$ cat src/rtl/seq_shift_rotate_pkg.sv
// Shared definitions for the sequential shift/rotate unit: op codes, FSM
// state encodings and default datapath sizes.
package seq_shift_rotate_pkg;

  localparam int WIDTH_DEF = 32;
  localparam int AMT_W_DEF = 5;

  typedef enum logic [1:0] {
    SH_LSL = 2'b00,
    SH_LSR = 2'b01,
    SH_ROR = 2'b10,
    SH_ASR = 2'b11
  } sh_op_e;

  typedef enum logic [1:0] {
    S_IDLE  = 2'b00,
    S_SHIFT = 2'b01,
    S_DONE  = 2'b10
  } state_e;

endpackage

$ cat src/rtl/seq_shift_rotate_step.sv
// One-bit-position shift/rotate step: given the current operand and op,
// produce the operand after one step and the bit that fell out.
module seq_shift_rotate_step
  import seq_shift_rotate_pkg::*;
#(
  parameter int WIDTH = WIDTH_DEF
) (
  input  logic [1:0]       i_op,
  input  logic [WIDTH-1:0] i_val,
  output logic [WIDTH-1:0] o_val,
  output logic             o_carry
);

  always_comb begin
    o_val   = i_val;
    o_carry = 1'b0;
    case (i_op)
      SH_LSL: begin
        o_carry = i_val[WIDTH-1];
        o_val   = {i_val[WIDTH-2:0], 1'b0};
      end
      SH_LSR: begin
        o_carry = i_val[0];
        o_val   = {1'b0, i_val[WIDTH-1:1]};
      end
      SH_ROR: begin
        o_carry = i_val[0];
        o_val   = {i_val[0], i_val[WIDTH-1:1]};
      end
      SH_ASR: begin
        o_carry = i_val[0];
        o_val   = {i_val[WIDTH-1], i_val[WIDTH-1:1]};
      end
      default: begin
        o_carry = 1'b0;
        o_val   = i_val;
      end
    endcase
  end

endmodule

$ cat src/rtl/seq_shift_rotate.sv
// Multi-cycle shift/rotate unit: captures an operand on start, then moves it
// one bit position per clock until the captured amount is exhausted.
module seq_shift_rotate
  import seq_shift_rotate_pkg::*;
#(
  parameter int WIDTH = WIDTH_DEF,
  parameter int AMT_W = AMT_W_DEF
) (
  input  logic             clk,
  input  logic             reset,
  input  logic             start,
  input  logic [1:0]       op,
  input  logic [WIDTH-1:0] source_1,
  input  logic [AMT_W-1:0] number_bits,
  output logic             busy,
  output logic             done,
  output logic [WIDTH-1:0] out,
  output logic             carry_out
);

  localparam logic [AMT_W-1:0] AMT_ONE  = {{(AMT_W-1){1'b0}}, 1'b1};
  localparam logic [AMT_W-1:0] AMT_ZERO = '0;

  state_e           r_state;
  state_e           w_state_nxt;
  logic             w_accept;
  logic [1:0]       r_op;
  logic [AMT_W-1:0] r_count;
  logic [WIDTH-1:0] r_out;
  logic             r_carry;
  logic             r_busy;
  logic             r_done;
  logic [WIDTH-1:0] w_step_out;
  logic             w_step_carry;

  seq_shift_rotate_step #(
    .WIDTH (WIDTH)
  ) u_step (
    .i_op    (r_op),
    .i_val   (r_out),
    .o_val   (w_step_out),
    .o_carry (w_step_carry)
  );

  // A start is honoured in IDLE and DONE alike so requests can run back-to-back.
  always_comb begin
    w_state_nxt = r_state;
    w_accept    = 1'b0;
    case (r_state)
      S_IDLE: begin
        if (start) begin
          w_accept    = 1'b1;
          w_state_nxt = (number_bits == AMT_ZERO) ? S_DONE : S_SHIFT;
        end
      end
      S_SHIFT: begin
        if (r_count == AMT_ONE) begin
          w_state_nxt = S_DONE;
        end
      end
      S_DONE: begin
        if (start) begin
          w_accept    = 1'b1;
          w_state_nxt = (number_bits == AMT_ZERO) ? S_DONE : S_SHIFT;
        end else begin
          w_state_nxt = S_IDLE;
        end
      end
      default: begin
        w_state_nxt = S_IDLE;
      end
    endcase
  end

  always_ff @(posedge clk or posedge reset) begin
    if (reset) begin
      r_state <= S_IDLE;
      r_busy  <= 1'b0;
      r_done  <= 1'b0;
      r_op    <= SH_LSL;
      r_count <= AMT_ZERO;
      r_out   <= '0;
      r_carry <= 1'b0;
    end else begin
      r_state <= w_state_nxt;
      r_busy  <= (w_state_nxt == S_SHIFT);
      r_done  <= (w_state_nxt == S_DONE);
      if (w_accept) begin
        r_op    <= op;
        r_out   <= source_1;
        r_carry <= 1'b0;
        r_count <= number_bits;
      end else if (r_state == S_SHIFT) begin
        r_out   <= w_step_out;
        r_carry <= w_step_carry;
        r_count <= r_count - AMT_ONE;
      end
    end
  end

  assign busy      = r_busy;
  assign done      = r_done;
  assign out       = r_out;
  assign carry_out = r_carry;

endmodule

$ cat config.mk
export PLATFORM = sky130hd
export DESIGN_NAME = seq_shift_rotate
export DESIGN_NICKNAME = d
export VERILOG_FILES = /design/src/rtl/seq_shift_rotate_pkg.sv /design/src/rtl/seq_shift_rotate_step.sv /design/src/rtl/seq_shift_rotate.sv
export SDC_FILE = /design/constraint.sdc
export NUM_CORES = 1
export LEC_CHECK = 0
export ABC_AREA = 1
export CORE_ASPECT_RATIO = 1.1
export CORE_MARGIN = 5
export CORE_UTILIZATION = 43
export DETAILED_ROUTE_END_ITERATION = 6
export DONT_BUFFER_PORTS = 1
export SLEW_MARGIN = 40
export SYNTH_ARGS = -nofsm -noshare
export SYNTH_HDL_FRONTEND = slang
export SYNTH_SLANG_ARGS = --single-unit
$ cat constraint.sdc
create_clock -name clk -period 2.7 [get_ports clk]
set_clock_uncertainty 0.05 [all_clocks]
set_input_delay 0.405 -clock clk [delete_from_list [all_inputs] [get_ports clk]]
set_output_delay 0.405 -clock clk [all_outputs]
set_load 0.005 [all_outputs]
Yosys cells after proc, flatten, opt, wreduce, memory -nomap -nowiden:

Index checks and enable logic that the tools add are counted.

* output and inout port bits: 35
* logic and storage cells: 40
* bits of input ports: 42
* register bits: 44

* add/sub/neg operators: 1
* equal/unequal tests: 9
* multiplexer cells: 15
* reductions and logical operators: 7

Operators with widths (number)
* $pmux 32 s4: 1
* $mux 32: 2
* $mux 5: 2
* $eq 2x2->1 const B: 4
* $mux 2: 4
* $eq 2x1->1 const B: 3
* $pmux 2 s3: 1
* $eq 5x1->1 const B: 1
* $logic_not 5->1: 1
* $sub 5x1->5 const B: 1
* $logic_not 2->1: 2
* $mux 1: 4
* $reduce_or 3->1: 1
* $ne 2x2->1 const B: 1
* $pmux 1 s2: 1
* $reduce_and 2->1: 1
* $reduce_bool 2->1: 1
* $reduce_or 2->1: 1

Longest topological paths before layout:

Gate-level depths: netlist of the first run.

* depth after elaboration: 5
* gate-level depth with buffers: 8
* mapped depth without buffers: 7

Cells and area by module:

From an unflattened synthesis of the first run, not the netlist that was laid out.

* cell total of the unflattened synthesis: 404
* area total of the unflattened synthesis: 2741.4 sq um

By module, submodules not included
* seq_shift_rotate: cells each 294, area an instance 2243.4 sq um, times used 1, seq. area each 1101.1 sq um
* seq_shift_rotate_step: cells each 110, area an instance 498.0 sq um, times used 1, seq. area each 0.0 sq um

Least setup slack after synthesis of the first run:

OpenSTA, ideal clock, no wires.

* path type: reg-to-reg
* start point: register r_op[1]
* end point: register r_out[25] (netlist: out[25])
* arrival: 1.009 ns
* setup time: 0.116 ns
* clock period less this slack: 1.176 ns
* buffers on the path: 1
* setup slack: 1.524 ns
* data required time: 2.534 ns
* stages on the path, launching flop included: 8
* path through: dfrtp_1 nor2_2 inv_1 buf_2 nand2_1 nand3_1 nand2_1 nand2_1

* cells in the longest elaborated chain, start to end: 4
* elaborated cells between the ends (all ways): 7
* those cells by class: 3 x eq/ne; 3 x mux; 1 x reduce/logical

Ends and longest elaborated chain
* from (decl): RTL line seq_shift_rotate.sv:27 `logic [1:0] r_op;`
* from (signal assigned): RTL line seq_shift_rotate.sv:89 `r_op <= op;`
* $eq 2x2->1, or another cell as far along: RTL line seq_shift_rotate_step.sv:17 `case (i_op)`
* $pmux 32 s4 (*): RTL line seq_shift_rotate_step.sv:17
* $mux 32 (*): RTL line seq_shift_rotate.sv:93 `end else if (r_state == S_SHIFT) begin`
* $mux 32 (*): RTL line seq_shift_rotate.sv:88 `if (w_accept) begin`
* to (signal assigned): RTL line seq_shift_rotate.sv:90 `r_out <= source_1;`
* to (signal assigned): RTL line seq_shift_rotate.sv:94 `r_out <= w_step_out;`
* to (decl): RTL line seq_shift_rotate.sv:29 `logic [WIDTH-1:0] r_out;`

Mark *: on every way between the ends. The rest lies on a longest branch, timed or not. The select of a mux whose other input is x is not followed.
A chain may end at the register's enable or synchronous reset.

Worst setup path in the final report of the first run:

* start point: register r_state[0]
* end point: register r_out[12] (netlist: out[12])

* cells in the longest elaborated chain, start to end: 4
* elaborated cells between the ends (all ways): 7
* those cells by class: 2 x eq/ne; 2 x mux; 3 x reduce/logical

Ends and longest elaborated chain
* from (decl): RTL line seq_shift_rotate.sv:24 `state_e r_state;`
* from (signal assigned): RTL line seq_shift_rotate.sv:85 `r_state <= w_state_nxt;`
* $eq 2x2->1 / $logic_not 2->1 (equally long branches): RTL line seq_shift_rotate.sv:49 `case (r_state)`
* $reduce_or 2->1 (no source line)
* $mux 1
* $mux 32 / $reduce_bool 2->1 (equally long branches)

Parallel ways exist; a longest one is shown, timed or not.

==> PnR_summary.wiki, run 1 <==
{| class="wikitable"
! Metric !! Value
|-
| Result of the run || finished, violations left
|-
| Failing checks || hold timing
|-
| Deepest clock path buffer count || 2
|-
| Final Routed Wirelength || ~6.3 mm
|-
| Setup repair after global routing missed its margin || no
|-
| Die Width || 83.75 um
|-
| Number of design-rule violations left by the first detailed-router iteration || 119
|-
| WL/cell || 13.99 um
|-
| Reg2Reg Launch Point || r_state[0]$_DFF_PP0_
|-
| Overall fraction of global-route tracks in use || between 10% and 20%
|-
| Gate count of the mapped netlist || 388
|-
| Cell type with the largest total area after synthesis || sky130_fd_sc_hd__dfrtp_1
|-
| Instance area after placement || 2562 um2
|-
| Clock tree from TritonCTS || yes
|-
| Number of synthesized register bits || 44
|-
| DRC errors left || 0
|-
| Routed vias || 2314
|-
| Dominant combinational cell family by area after synthesis || simple AND/OR/NAND/NOR gates
|-
| Largest net degree at the start of global routing || 62
|-
| Max Clock Freq || between 500 and 600 MHz
|-
| Most instantiated flip-flop cell in the synthesis netlist || sky130_fd_sc_hd__dfrtp_1
|-
| Sequential-to-total area share from yosys stat || a little over two fifths
|-
| Mux share of post-synthesis cell area || 0%
|-
| Adder-cell area share of the yosys netlist || 0.9728%
|-
| Maximum vdd ir drop || 0.0005123 V
|-
| Destination of the worst register-to-register timing path || out[12]$_DFFE_PP0P_
|-
| Via count of the first global-routing pass || 2186
|-
| Number of synthesis warnings || 0
|-
| Synthesized area || about 2600 um2
|-
| Via-to-Cell Ratio || 5.108
|-
| Post-cts sizing count || 0
|-
| Tightest hold margin || -0.005177 ns
|-
| Time the final worst path needs with I/O delays and setup || approximately 1.7 ns
|-
| Final antenna diode count || 0
|-
| Die ar. || 7631 um2
|-
| Area of the core region || 5806 um2
|-
| Leading cell types by count after synthesis || sky130_fd_sc_hd__nand2_1, sky130_fd_sc_hd__nor2_1, sky130_fd_sc_hd__dfrtp_1
|-
| Proportion of synthesized flip-flops having asynchronous set or reset || between 90% and 100%
|-
| Hold violation count in the final report || 1
|-
| Area added between synthesis and finish || 2.286%
|-
| Actual slew at the worst max-slew pin || 0.6149 ns
|-
| Flop-to-flop setup slack || 0.96 ns
|-
| Number of nets at the end of the flow || about 420
|-
| WP data required || 2.83 ns
|-
| Main area contributors after synthesis || sky130_fd_sc_hd__dfrtp_1, sky130_fd_sc_hd__nand2_1, sky130_fd_sc_hd__nor2_1, sky130_fd_sc_hd__nand3_1, sky130_fd_sc_hd__inv_1
|-
| Cells after DPL || about 450
|-
| Period Utilization, post-route || between 60% and 70%
|-
| Most instantiated library cell after synthesis || sky130_fd_sc_hd__nand2_1
|-
| Arr. time, crit path || 1.87 ns
|-
| Antenna Violating Nets Remaining || 0
|-
| Synthesized Nets || 432
|-
| Simple-gate share of the synthesized area || 44.11%
|-
| Clock root buffer || sky130_fd_sc_hd__clkbuf_8
|-
| Post-layout utilization of the core || about 45%
|-
| Number of sinks on the clock net || 44
|-
| Fraction of layout cells with a size suffix above 1 || 3.723%
|-
| Global-route wire length before repair || ~11 mm
|-
| IO Port Bufs || 0
|-
| Setup total negative slack || 0 ns
|-
| Clk slew on worst S/H paths || 0.08 ns
|-
| Number of H-tree levels || 2
|-
| Total power density per cell area || 1234 nW/um2
|-
| Fraction of post-synthesis cell area in the top cell type by area || 42.80%
|-
| Static leakage || 1.411 nW
|-
| Endpoints failing setup || 0
|-
| Count of maximum capacitance violations || 0
|-
| Depth of the worst register-to-register path || 7
|-
| Initial antenna violation count || 0
|-
| Max-slew violation total from the final report || 0
|-
| Total clock buffers created by CTS || 5
|-
| Die height || 91.12 um
|-
| Initial DRT Pass Iterations || 4
|-
| Maximum net fanout on the critical path || 61
|-
| DP HPWL || 4.271 mm
|-
| Fraction of the mapped netlist area in compound gates || ~3.8%
|-
| Routability congestion estimate from global placement || 0.7787
|-
| Xor and xnor fraction of the mapped netlist area || less than 1%
|-
| Fin cells || 453
|-
| Post CTS Setup Buffer Count || 0
|-
| Final instance area || 2631 um2
|-
| Number of buffers inserted for hold repair after clock tree synthesis || 0
|-
| Std-Cell Rows || 29
|-
| Top-Level Pins || 77
|-
| Critical path start-end classification || reg2reg
|-
| Number of flops mapped to enable cells by yosys || 0
|-
| Crit end category || flip-flop
|-
| Worst relative slew slack || 58.86%
|-
| Type of origin of the critical path || flip-flop
|-
| Worst-skew pair later-pin latency || 0.29 ns
|-
| Number of unique standard cell types used by synthesis || 19
|-
| Average instance area after synthesis || 6.630 um2
|-
| Class of the most critical hold timing path || in2async
|-
| Starting Density || between 40% and 50%
|-
| Total congestion overflow || 0
|}
==> state kept, by name, indices dropped and copies added (netlist names) <==
name and count:
out 32, r_count 5, r_op 2, r_state 2, busy 1, carry_out 1, done 1
==> per-layer routing <==
metal / track usage, % / vias to the layer above / routed length, um
met5: 0 / - / 0
met4: 4.558 / 0 / 76
met3: 7.873 / 8 / 661
met2: 25.53 / 71 / 2826
met1: 22.47 / 1059 / 2771
li1: - / 1176 / -
==> through the flow <==
step / worst slack (ns) / power [mW]
global placement: 1.007 / 2.862
floorplan: 1.214 / 2.628
CTS: 0.9419 / 3.299
global route: 0.7387 / 3.676
detailed placement: 0.9673 / 2.903
finish: 0.9634 / 3.247
==> where the power goes <==
| part | switching [mW] | total, mW | internal (mW) |
|---|---|---|---|
| Clock | 0.213 | 0.380 | 0.167 |
| Sequential | 0.358 | 1.33 | 0.972 |
| Combinational | 1.01 | 1.54 | 0.531 |
| Total | 1.58 | 3.25 | 1.67 |
==> final cells by class <==
cell class	count	area, um2
Sequential cell	44	1101
Multi-Input combinational cell	304	1266
Fill cell	603	3174
Clock buffer	5	68.82
Timing Repair Buffer	2	15.01
Inverter	21	83.83
Tap cell	77	96.34
==> cells in the final DEF (no fill, tap or decap) <==
cell and count:
sky130_fd_sc_hd__nand2_1 180, sky130_fd_sc_hd__nor2_1 59, sky130_fd_sc_hd__dfrtp_1 44, sky130_fd_sc_hd__nand3_1 38, sky130_fd_sc_hd__inv_1 17, sky130_fd_sc_hd__o21ai_0 9
sky130_fd_sc_hd__a21oi_1 5, sky130_fd_sc_hd__clkbuf_8 5, sky130_fd_sc_hd__o211ai_1 3, sky130_fd_sc_hd__nand4_1 3, sky130_fd_sc_hd__inv_2 2, sky130_fd_sc_hd__nand2_4 2
sky130_fd_sc_hd__inv_4 2, sky130_fd_sc_hd__ha_1 2, sky130_fd_sc_hd__buf_4 2, sky130_fd_sc_hd__nor2_2 1, sky130_fd_sc_hd__o21ai_1 1, sky130_fd_sc_hd__xor2_1 1
==> kinds of logic after synthesis <==
| logic type | after synthesis |
|---|---|
| AOI/OAI and AO/OA | 18 |
| xor gates and xnor gates | 1 |
| adders and majority gates | 2 |
| buffers and inverters | 40 |
| DFF | 44 |
| and+or+nand+nor | 283 |
==> critical path, cell delays in order, from the launching register on <==
cell and delay, ns:
sky130_fd_sc_hd__dfrtp_1 0.42, sky130_fd_sc_hd__inv_2 0.08, sky130_fd_sc_hd__nand2_4 0.24, sky130_fd_sc_hd__nand2_4 0.14, sky130_fd_sc_hd__inv_4 0.45, sky130_fd_sc_hd__nor2_1 0.09, sky130_fd_sc_hd__nand2_1 0.08, sky130_fd_sc_hd__nand2_1 0.05
==> worst max path at each step <==
stage	start	endpoint	slack (ns)	depth (start not counted)
2_1_floorplan	reset	busy$_DFF_PP0_	1.21	1
3_3_place_gp	r_state[0]$_DFF_PP0_	out[5]$_DFFE_PP0P_	1.01	7
3_5_place_dp	r_state[0]$_DFF_PP0_	out[12]$_DFFE_PP0P_	0.97	7
4_1_cts	r_state[0]$_DFF_PP0_	out[12]$_DFFE_PP0P_	0.94	7
5_1_grt	r_state[0]$_DFF_PP0_	out[9]$_DFFE_PP0P_	0.74	7
6_report	r_state[0]$_DFF_PP0_	out[12]$_DFFE_PP0P_	0.96	7
No activity file was read; power rests on OpenSTA's default activity.
==> run 2, diff against run 1 <==
==> constraint.sdc (replaced) <==
create_clock -name clk -period 1.72 [get_ports clk]
set_clock_uncertainty 0.05 [all_clocks]
set_input_delay 0.258 -clock clk [delete_from_list [all_inputs] [get_ports clk]]
set_output_delay 0.258 -clock clk [all_outputs]
set_load 0.005 [all_outputs]
==> run 2 against run 1 <==
The flow now finishes without violations. Count of clock-buffer cells in the layout increased by 3. Die area did not move. Utilization increased by 2.1 points. Clock power increased by 81%. Flip-flop and latch count unchanged. Sequential power up 57%. Wire length is 2.1% higher. Sequential share of layout area shrank 1.9 points. Fmax up 12%. Critical path type unchanged. Largest cell class unchanged. Largest power group unchanged.
==> PnR_summary.wiki, run 2 (synthesis gave the netlist of run 1 again) <==
{| class="wikitable"
! Metric !! Value
|-
| Clock tree from TritonCTS || yes
|-
| Result of the run || finished, final reports clean
|-
| Post-cts sizing count || 0 (unchanged)
|-
| Clk slew on worst S/H paths || 0.08 ns (about the same)
|-
| Worst relative slew slack || 68.74% (+9.9 points)
|-
| Via-to-Cell Ratio || 5.071 (-0.72%)
|-
| Number of design-rule violations left by the first detailed-router iteration || 99 (-17%)
|-
| Number of sinks on the clock net || 44 (unchanged)
|-
| Flip-flop count of the largest register, all copies and words added || 32 (unchanged)
|-
| Routability congestion estimate from global placement || 0.8208 (+5.4%)
|-
| Total clock buffers created by CTS || 5 (unchanged)
|-
| Endpoints failing setup || 0 (unchanged)
|-
| Period Utilization, post-route || 90.07% (+26 points)
|-
| Final Routed Wirelength || 6.469 mm (+2.1%)
|-
| Destination of the worst register-to-register timing path || out[19]$_DFFE_PP0P_
|-
| FILL cells || 623 (+3.3%)
|-
| Top-Level Pins || 77 (unchanged)
|-
| Clock root buffer || sky130_fd_sc_hd__clkbuf_8
|-
| Area used by multi-input combinational logic || 1266 um2 (unchanged)
|-
| Time the final worst path needs with I/O delays and setup || 1.549 ns (-0.1875 ns)
|-
| Type of origin of the critical path || flip-flop
|-
| Die Width || 83.75 um (unchanged)
|-
| Global-route wire length before repair || 10.81 mm (unchanged)
|-
| WP data required || 1.86 ns (-0.97 ns)
|-
| Maximum net fanout on the critical path || 27 (-56%)
|-
| Setup total negative slack || 0 ns (unchanged)
|-
| Flop-to-flop setup slack || 0.17 ns (-0.79 ns)
|-
| Static leakage || 1.474 nW (+4.5%)
|-
| Actual slew at the worst max-slew pin || 0.4682 ns (-0.1467 ns)
|-
| Area added between synthesis and finish || 7.101%
|-
| Capturing element of the worst setup path || out[19]$_DFFE_PP0P_
|-
| Area of all sequential standard cells || 1101 um2 (unchanged)
|-
| Worst-skew pair later-pin latency || 0.29 ns (about the same)
|-
| DRC errors left || 0 (unchanged)
|-
| Die ar. || 7631 um2 (unchanged)
|-
| Antenna Violating Nets Remaining || 0 (unchanged)
|-
| Starting Density || 44.31% (unchanged)
|-
| DP HPWL || 4.553 mm (+6.6%)
|-
| Commonest non-fill, non-tap cell in the layout || sky130_fd_sc_hd__nand2_1
|-
| Total congestion overflow || 0 (unchanged)
|-
| Final antenna diode count || 0 (unchanged)
|-
| Hold violation count in the final report || 0 (-1)
|-
| Class of the most critical hold timing path || in2reg
|-
| Initial antenna violation count || 0 (unchanged)
|-
| Critical path start-end classification || reg2reg
|-
| Tightest hold margin || 0.03101 ns (+0.03618 ns)
|-
| Die height || 91.12 um (unchanged)
|-
| Crit end category || flip-flop
|-
| Fraction of layout cells with a size suffix above 1 || 5.181% (+1.5 points)
|-
| Overall fraction of global-route tracks in use || 16.98% (-0.11 points)
|-
| Number of H-tree levels || 2 (unchanged)
|-
| WL/cell || 13.97 um (-0.11%)
|-
| Via count of the first global-routing pass || 2157 (-1.3%)
|-
| Setup repair after global routing missed its margin || no
|-
| Reg2Reg Launch Point || r_state[0]$_DFF_PP0_
|-
| Total power density per cell area || 1950 nW/um2 (+58%)
|-
| Post-layout utilization of the core || 47.46% (+2.1 points)
|-
| Final total power || 5.373 mW (+65%)
|-
| Initial DRT Pass Iterations || 4 (unchanged)
|-
| Deepest clock path buffer count || 2 (unchanged)
|-
| Depth of the worst register-to-register path || 8 (+1)
|-
| Count of maximum capacitance violations || 0 (unchanged)
|-
| Area of the core region || 5806 um2 (unchanged)
|-
| Number of nets at the end of the flow || 429 (+1.7%)
|-
| Routed vias || 2348 (+1.5%)
|-
| Std-Cell Rows || 29 (unchanged)
|-
| Source of the critical timing path || r_state[0]$_DFF_PP0_
|-
| Max Clock Freq || 645.5 MHz (+12%)
|-
| IO Port Bufs || 0 (unchanged)
|-
| Maximum vdd ir drop || 0.0007373 V (+44%)
|-
| Commonest cells after routing, fill and taps aside || sky130_fd_sc_hd__nand2_1, sky130_fd_sc_hd__nor2_1, sky130_fd_sc_hd__dfrtp_1
|-
| Max-slew violation total from the final report || 0 (unchanged)
|-
| Largest net degree at the start of global routing || 37 (-40%)
|-
| Arr. time, crit path || 1.69 ns (-0.18 ns)
|}
-- run 2: cell types whose count changed in the layout (fill, tap and decap cells not counted), sizes merged --
cell         delta
clkbuf          +3
dlygate4sd3     +1
buf             +6
-- run 2: timing repair --
| action | in CTS | in global routing |
|---|---|---|
| hold endpoints to repair | 19 | 0 |
| hold buffers | 1 | 0 |
| buffers inserted | 0 | 0 |
| endpoints found under the setup margin | 0 | 0 |
-- run 2: worst min path at each step --
stage	start	to	slack, ns	cells after the start
detailed placement	reset	out[13]$_DFFE_PP0P_	0.13	1
global placement	reset	out[13]$_DFFE_PP0P_	0.14	1
CTS	op[1]	r_op[1]$_DFFE_PP0N_	0.02	2
floorplan	op[1]	r_op[1]$_DFFE_PP0N_	0.33	2
finish	op[1]	r_op[1]$_DFFE_PP0N_	0.03	2
global route	op[1]	r_op[1]$_DFFE_PP0N_	0.03	2
-- run 2: routing by layer --
layer / GRT usage [%] / vias to the layer above / part of all wire [%]
met3: 7.330 / 5 / 10
li1: - / 1193 / -
met1: 22.22 / 1066 / 44
met5: 0 / - / 0
met4: 3.619 / 0 / 0.68
met2: 26.26 / 84 / 45
-- run 2: report_power, final --
| group | internal (mW) | total, mW | switching, mW | leakage, nW |
|---|---|---|---|---|
| registers | 1.53 | 2.09 | 0.561 | 0.549 |
| logic | 0.970 | 2.60 | 1.63 | 0.880 |
| clock network | 0.329 | 0.687 | 0.358 | 0.0455 |
| total | 2.82 | 5.37 | 2.55 | 1.47 |
-- run 2: cell type report --
type                    count  share of cell area (%)
multi-input cells         304                   45.96
inverters                  21                   2.952
flip-flops and latches     44                   39.96
well taps                  77                   3.497
clock buffers               8                   3.270
repair buffers              9                   4.360
-- run 2: per-stage QoR --
stage               worst slack, ns  cells  cell area, um2
global route                0.02292    463            2755
floorplan                    0.3809    388            2572
finish                       0.1709    463            2755
CTS                          0.1687    463            2755
detailed placement           0.1781    454            2655
global placement             0.2613    454            2655
-- run 2: critical path: stages (launching register included) --
cell and delay, ns:
sky130_fd_sc_hd__dfrtp_1 0.42, sky130_fd_sc_hd__inv_2 0.08, sky130_fd_sc_hd__nand2_4 0.20, sky130_fd_sc_hd__nand2_4 0.13
sky130_fd_sc_hd__inv_4 0.09, sky130_fd_sc_hd__buf_4 0.27, sky130_fd_sc_hd__nor2_1 0.08, sky130_fd_sc_hd__nand2_1 0.07
sky130_fd_sc_hd__nand2_1 0.04
==> run 3, diff against run 2 <==
--- a/config.mk
+++ b/config.mk
@@ -5,13 +5,11 @@
 export SDC_FILE = /design/constraint.sdc
 export NUM_CORES = 1
 export LEC_CHECK = 0
-export ABC_AREA = 1
 export CORE_ASPECT_RATIO = 1.1
 export CORE_MARGIN = 5
 export CORE_UTILIZATION = 43
 export DETAILED_ROUTE_END_ITERATION = 6
 export DONT_BUFFER_PORTS = 1
-export SLEW_MARGIN = 40
 export SYNTH_ARGS = -nofsm -noshare
 export SYNTH_HDL_FRONTEND = slang
 export SYNTH_SLANG_ARGS = --single-unit
==> constraint.sdc (replaced) <==
create_clock -name clk -period 1.5 [get_ports clk]
set_clock_uncertainty 0.05 [all_clocks]
set_input_delay 0.225 -clock clk [delete_from_list [all_inputs] [get_ports clk]]
set_output_delay 0.225 -clock clk [all_outputs]
set_load 0.005 [all_outputs]
==> run 3 against run 2 <==
Count of clock-buffer cells in the layout is 2 lower. Highest routed layer unchanged. Wire length fell by 1.3%. Power increased by 24%. Worst hold slack worse by 0.013 ns. Critical endpoint is now r_count[4]$_DFFE_PP0P_.
==> PnR_summary.wiki, run 3 <==
{| class="wikitable"
! Metric !! Value
|-
| Proportion of synthesized flip-flops having asynchronous set or reset || 100.0% (unchanged)
|-
| FILL cells || 539 (-13%)
|-
| Type of origin of the critical path || flip-flop
|-
| Number of sinks on the clock net || 44 (unchanged)
|-
| DRC errors left || 0 (unchanged)
|-
| Arr. time, crit path || 1.61 ns (-0.08 ns)
|-
| Number of synthesized register bits || 44 (unchanged)
|-
| Post-layout utilization of the core || 49.39% (+1.9 points)
|-
| Number of flops mapped to enable cells by yosys || 0 (unchanged)
|-
| Total clock buffers created by CTS || 5 (unchanged)
|-
| Main area contributors after synthesis || sky130_fd_sc_hd__dfrtp_1, sky130_fd_sc_hd__mux2i_1, sky130_fd_sc_hd__o221ai_1, sky130_fd_sc_hd__a211oi_2, sky130_fd_sc_hd__nand2_1
|-
| Clk slew on worst S/H paths || 0.08 ns (about the same)
|-
| Clock root buffer || sky130_fd_sc_hd__clkbuf_8
|-
| Tightest hold margin || 0.01824 ns (-0.01277 ns)
|-
| Total congestion overflow || 0 (unchanged)
|-
| Area added between synthesis and finish || 10.23%
|-
| Endpoints failing setup || 0 (unchanged)
|-
| Commonest non-fill, non-tap cell in the layout || sky130_fd_sc_hd__mux2i_1
|-
| Final worst-path setup slack || 0.07574 ns (-0.09512 ns)
|-
| Total power density per cell area || 2314 nW/um2 (+19%)
|-
| Commonest cells after routing, fill and taps aside || sky130_fd_sc_hd__mux2i_1, sky130_fd_sc_hd__dfrtp_1, sky130_fd_sc_hd__nand2_1
|-
| Critical path start-end classification || reg2reg
|-
| Overall fraction of global-route tracks in use || 16.59% (-0.39 points)
|-
| WL/cell || 19.40 um (+39%)
|-
| Fraction of layout cells with a size suffix above 1 || 19.12% (+14 points)
|-
| Clock tree from TritonCTS || yes
|-
| Cell type with the largest total area after synthesis || sky130_fd_sc_hd__dfrtp_1
|-
| Flop-to-flop setup slack || 0.08 ns (-0.10 ns)
|-
| Routed vias || 1912 (-19%)
|-
| Number of nets at the end of the flow || 294 (-31%)
|-
| Initial DRT Pass Iterations || 4 (unchanged)
|-
| Top-Level Pins || 77 (unchanged)
|-
| Hold violation count in the final report || 0 (unchanged)
|-
| Max-slew violation total from the final report || 0 (unchanged)
|-
| Instance area after placement || 2734 um2 (+3.0%)
|-
| Sequential-to-total area share from yosys stat || 42.07% (-0.74 points)
|-
| Time the final worst path needs with I/O delays and setup || 1.424 ns (-0.1249 ns)
|-
| Crit end category || flip-flop
|-
| Initial antenna violation count || 0 (unchanged)
|-
| Most instantiated library cell after synthesis || sky130_fd_sc_hd__mux2i_1
|-
| Final Routed Wirelength || 6.384 mm (-1.3%)
|-
| Average instance area after synthesis || 10.64 um2 (+60%)
|-
| Via-to-Cell Ratio || 5.812 (+15%)
|-
| Result of the run || finished, final reports clean
|-
| Static leakage || 1.228 nW (-17%)
|-
| Deepest clock path buffer count || 2 (unchanged)
|-
| Flip-flop count of the largest register, all copies and words added || 32 (unchanged)
|-
| Synthesized Nets || 290 (-33%)
|-
| Global-route wire length before repair || 10.67 mm (-1.2%)
|-
| Die Width || 84.39 um (+0.77%)
|-
| Worst-skew pair later-pin latency || 0.29 ns (about the same)
|-
| Std-Cell Rows || 29 (unchanged)
|-
| IO Port Bufs || 0 (unchanged)
|-
| DP HPWL || 4.355 mm (-4.3%)
|-
| Synthesized area || 2618 um2 (+1.8%)
|-
| Actual slew at the worst max-slew pin || 0.3765 ns (-0.09167 ns)
|-
| Number of synthesis warnings || 0 (unchanged)
|-
| Most instantiated flip-flop cell in the synthesis netlist || sky130_fd_sc_hd__dfrtp_1
|-
| Via count of the first global-routing pass || 2036 (-5.6%)
|-
| Count of maximum capacitance violations || 0 (unchanged)
|-
| Placement Setup Slack || 0.04817 ns (-0.1300 ns)
|-
| Maximum vdd ir drop || 0.0008224 V (+12%)
|-
| Starting Density || 44.81% (+0.50 points)
|-
| Max Clock Freq || 702.1 MHz (+8.8%)
|-
| Number of unique standard cell types used by synthesis || 34 (+15)
|-
| Class of the most critical hold timing path || in2reg
|-
| Final instance area || 2885 um2 (+4.7%)
|-
| Routability congestion estimate from global placement || 0.8376 (+2.0%)
|-
| Antenna Violating Nets Remaining || 0 (unchanged)
|-
| Die ar. || 7750 um2 (+1.6%)
|-
| Die height || 91.83 um (+0.78%)
|-
| Number of design-rule violations left by the first detailed-router iteration || 67 (-32%)
|-
| Leading cell types by count after synthesis || sky130_fd_sc_hd__mux2i_1, sky130_fd_sc_hd__dfrtp_1, sky130_fd_sc_hd__nand2_1
|-
| Area of the core region || 5842 um2 (+0.62%)
|-
| WP data required || 1.68 ns (-0.18 ns)
|-
| Gate count of the mapped netlist || 246 (-37%)
|-
| Fraction of post-synthesis cell area in the top cell type by area || 42.07% (-0.74 points)
|-
| Period Utilization, post-route || 94.95% (+4.9 points)
|-
| Worst relative slew slack || 74.83% (+6.1 points)
|-
| Number of H-tree levels || 2 (unchanged)
|-
| Largest net degree at the start of global routing || 40 (+8.1%)
|-
| Maximum net fanout on the critical path || 3 (-89%)
|}
## run 3: changes by cell type in the layout (fill, tap and decap cells not counted), sizes merged, moves of 3 or more
cell / previous run / this run
mux2i: 0 / 50
nor2b: 0 / 3
nand3: 38 / 4
or4: 0 / 3
nand2: 182 / 30
inv: 21 / 5
a211oi: 0 / 13
buf: 8 / 15
nor2: 60 / 14
o21ai: 10 / 3
nand4: 3 / 0
nand2b: 0 / 4
o221ai: 0 / 18
nor3: 0 / 13
## run 3: timing repair
action	4_1_cts	5_1_grt
hold buffers	3	0
resized for setup	0	2
endpoints found under the hold margin	46	0
endpoints found under the setup margin	0	19
setup buffers	0	1
## run 3: kinds of logic after synthesis
family | after synthesis | synth area share [%]
mux | 50 | 19.12
simple gates | 75 | 15.54
buf+inv | 26 | 5.975
fa+ha+maj | 2 | 0.9559
compound gates | 49 | 16.35
flops | 44 | 42.07
## run 3: final timing paths
kind | startpoint | endpoint | cells after the start
worst max-delay path | r_count[1]$_DFFE_PP0P_ | r_count[4]$_DFFE_PP0P_ | 5
worst min-delay path | number_bits[4] | r_count[4]$_DFFE_PP0P_ | 2
worst max register to register | r_count[1]$_DFFE_PP0P_ | r_count[4]$_DFFE_PP0P_ | 5
worst min register to register | r_count[3]$_DFFE_PP0P_ | r_count[3]$_DFFE_PP0P_ | 2
max in group asynchronous | reset | r_count[2]$_DFFE_PP0P_ | 3
min in group asynchronous | reset | out[9]$_DFFE_PP0P_ | 2
## run 3: critical path, stage by stage, from the launching register on
cell                       delay [ns]
sky130_fd_sc_hd__dfrtp_1         0.40
sky130_fd_sc_hd__inv_1           0.10
sky130_fd_sc_hd__ha_2            0.19
sky130_fd_sc_hd__nand2b_1        0.08
sky130_fd_sc_hd__or4_1           0.46
sky130_fd_sc_hd__nand3_1         0.09
## run 3: metal layers
metal / vias up / track usage [%] / share of wire (%)
met3: 11 / 4.570 / 5.7
li1: 917 / - / -
met4: 0 / 5.145 / 1.8
met2: 54 / 26.45 / 48
met5: - / 0 / 0
met1: 930 / 22.00 / 44
## run 3: layout make-up
type / count / area [um2] / share of cell area [%]
tap: 77 / 96.34 / 3.339
clock inverter: 2 / 35.03 / 1.214
inverter: 5 / 18.77 / 0.6505
clock buffer: 6 / 72.57 / 2.515
multi-input combinational: 176 / 1366 / 47.35
sequential: 44 / 1101 / 38.16
timing repair buffer: 18 / 192.7 / 6.678
antenna: 1 / 2.502 / 0.08673
## run 3: stage by stage
stage                     std cells  total power, mW  setup TNS, ns
after global routing            328            7.249    -0.00004119
after detailed placement        316            5.819              0
after CTS                       327            6.749              0
after global placement          316            5.749              0
final                           329            6.678              0
after floorplan                 246            5.042              0
## run 3: power breakdown
group	switching [mW]	internal (mW)
Combinational	1.53	1.62
Clock	0.402	0.495
Sequential	0.844	1.78
Total	2.78	3.90
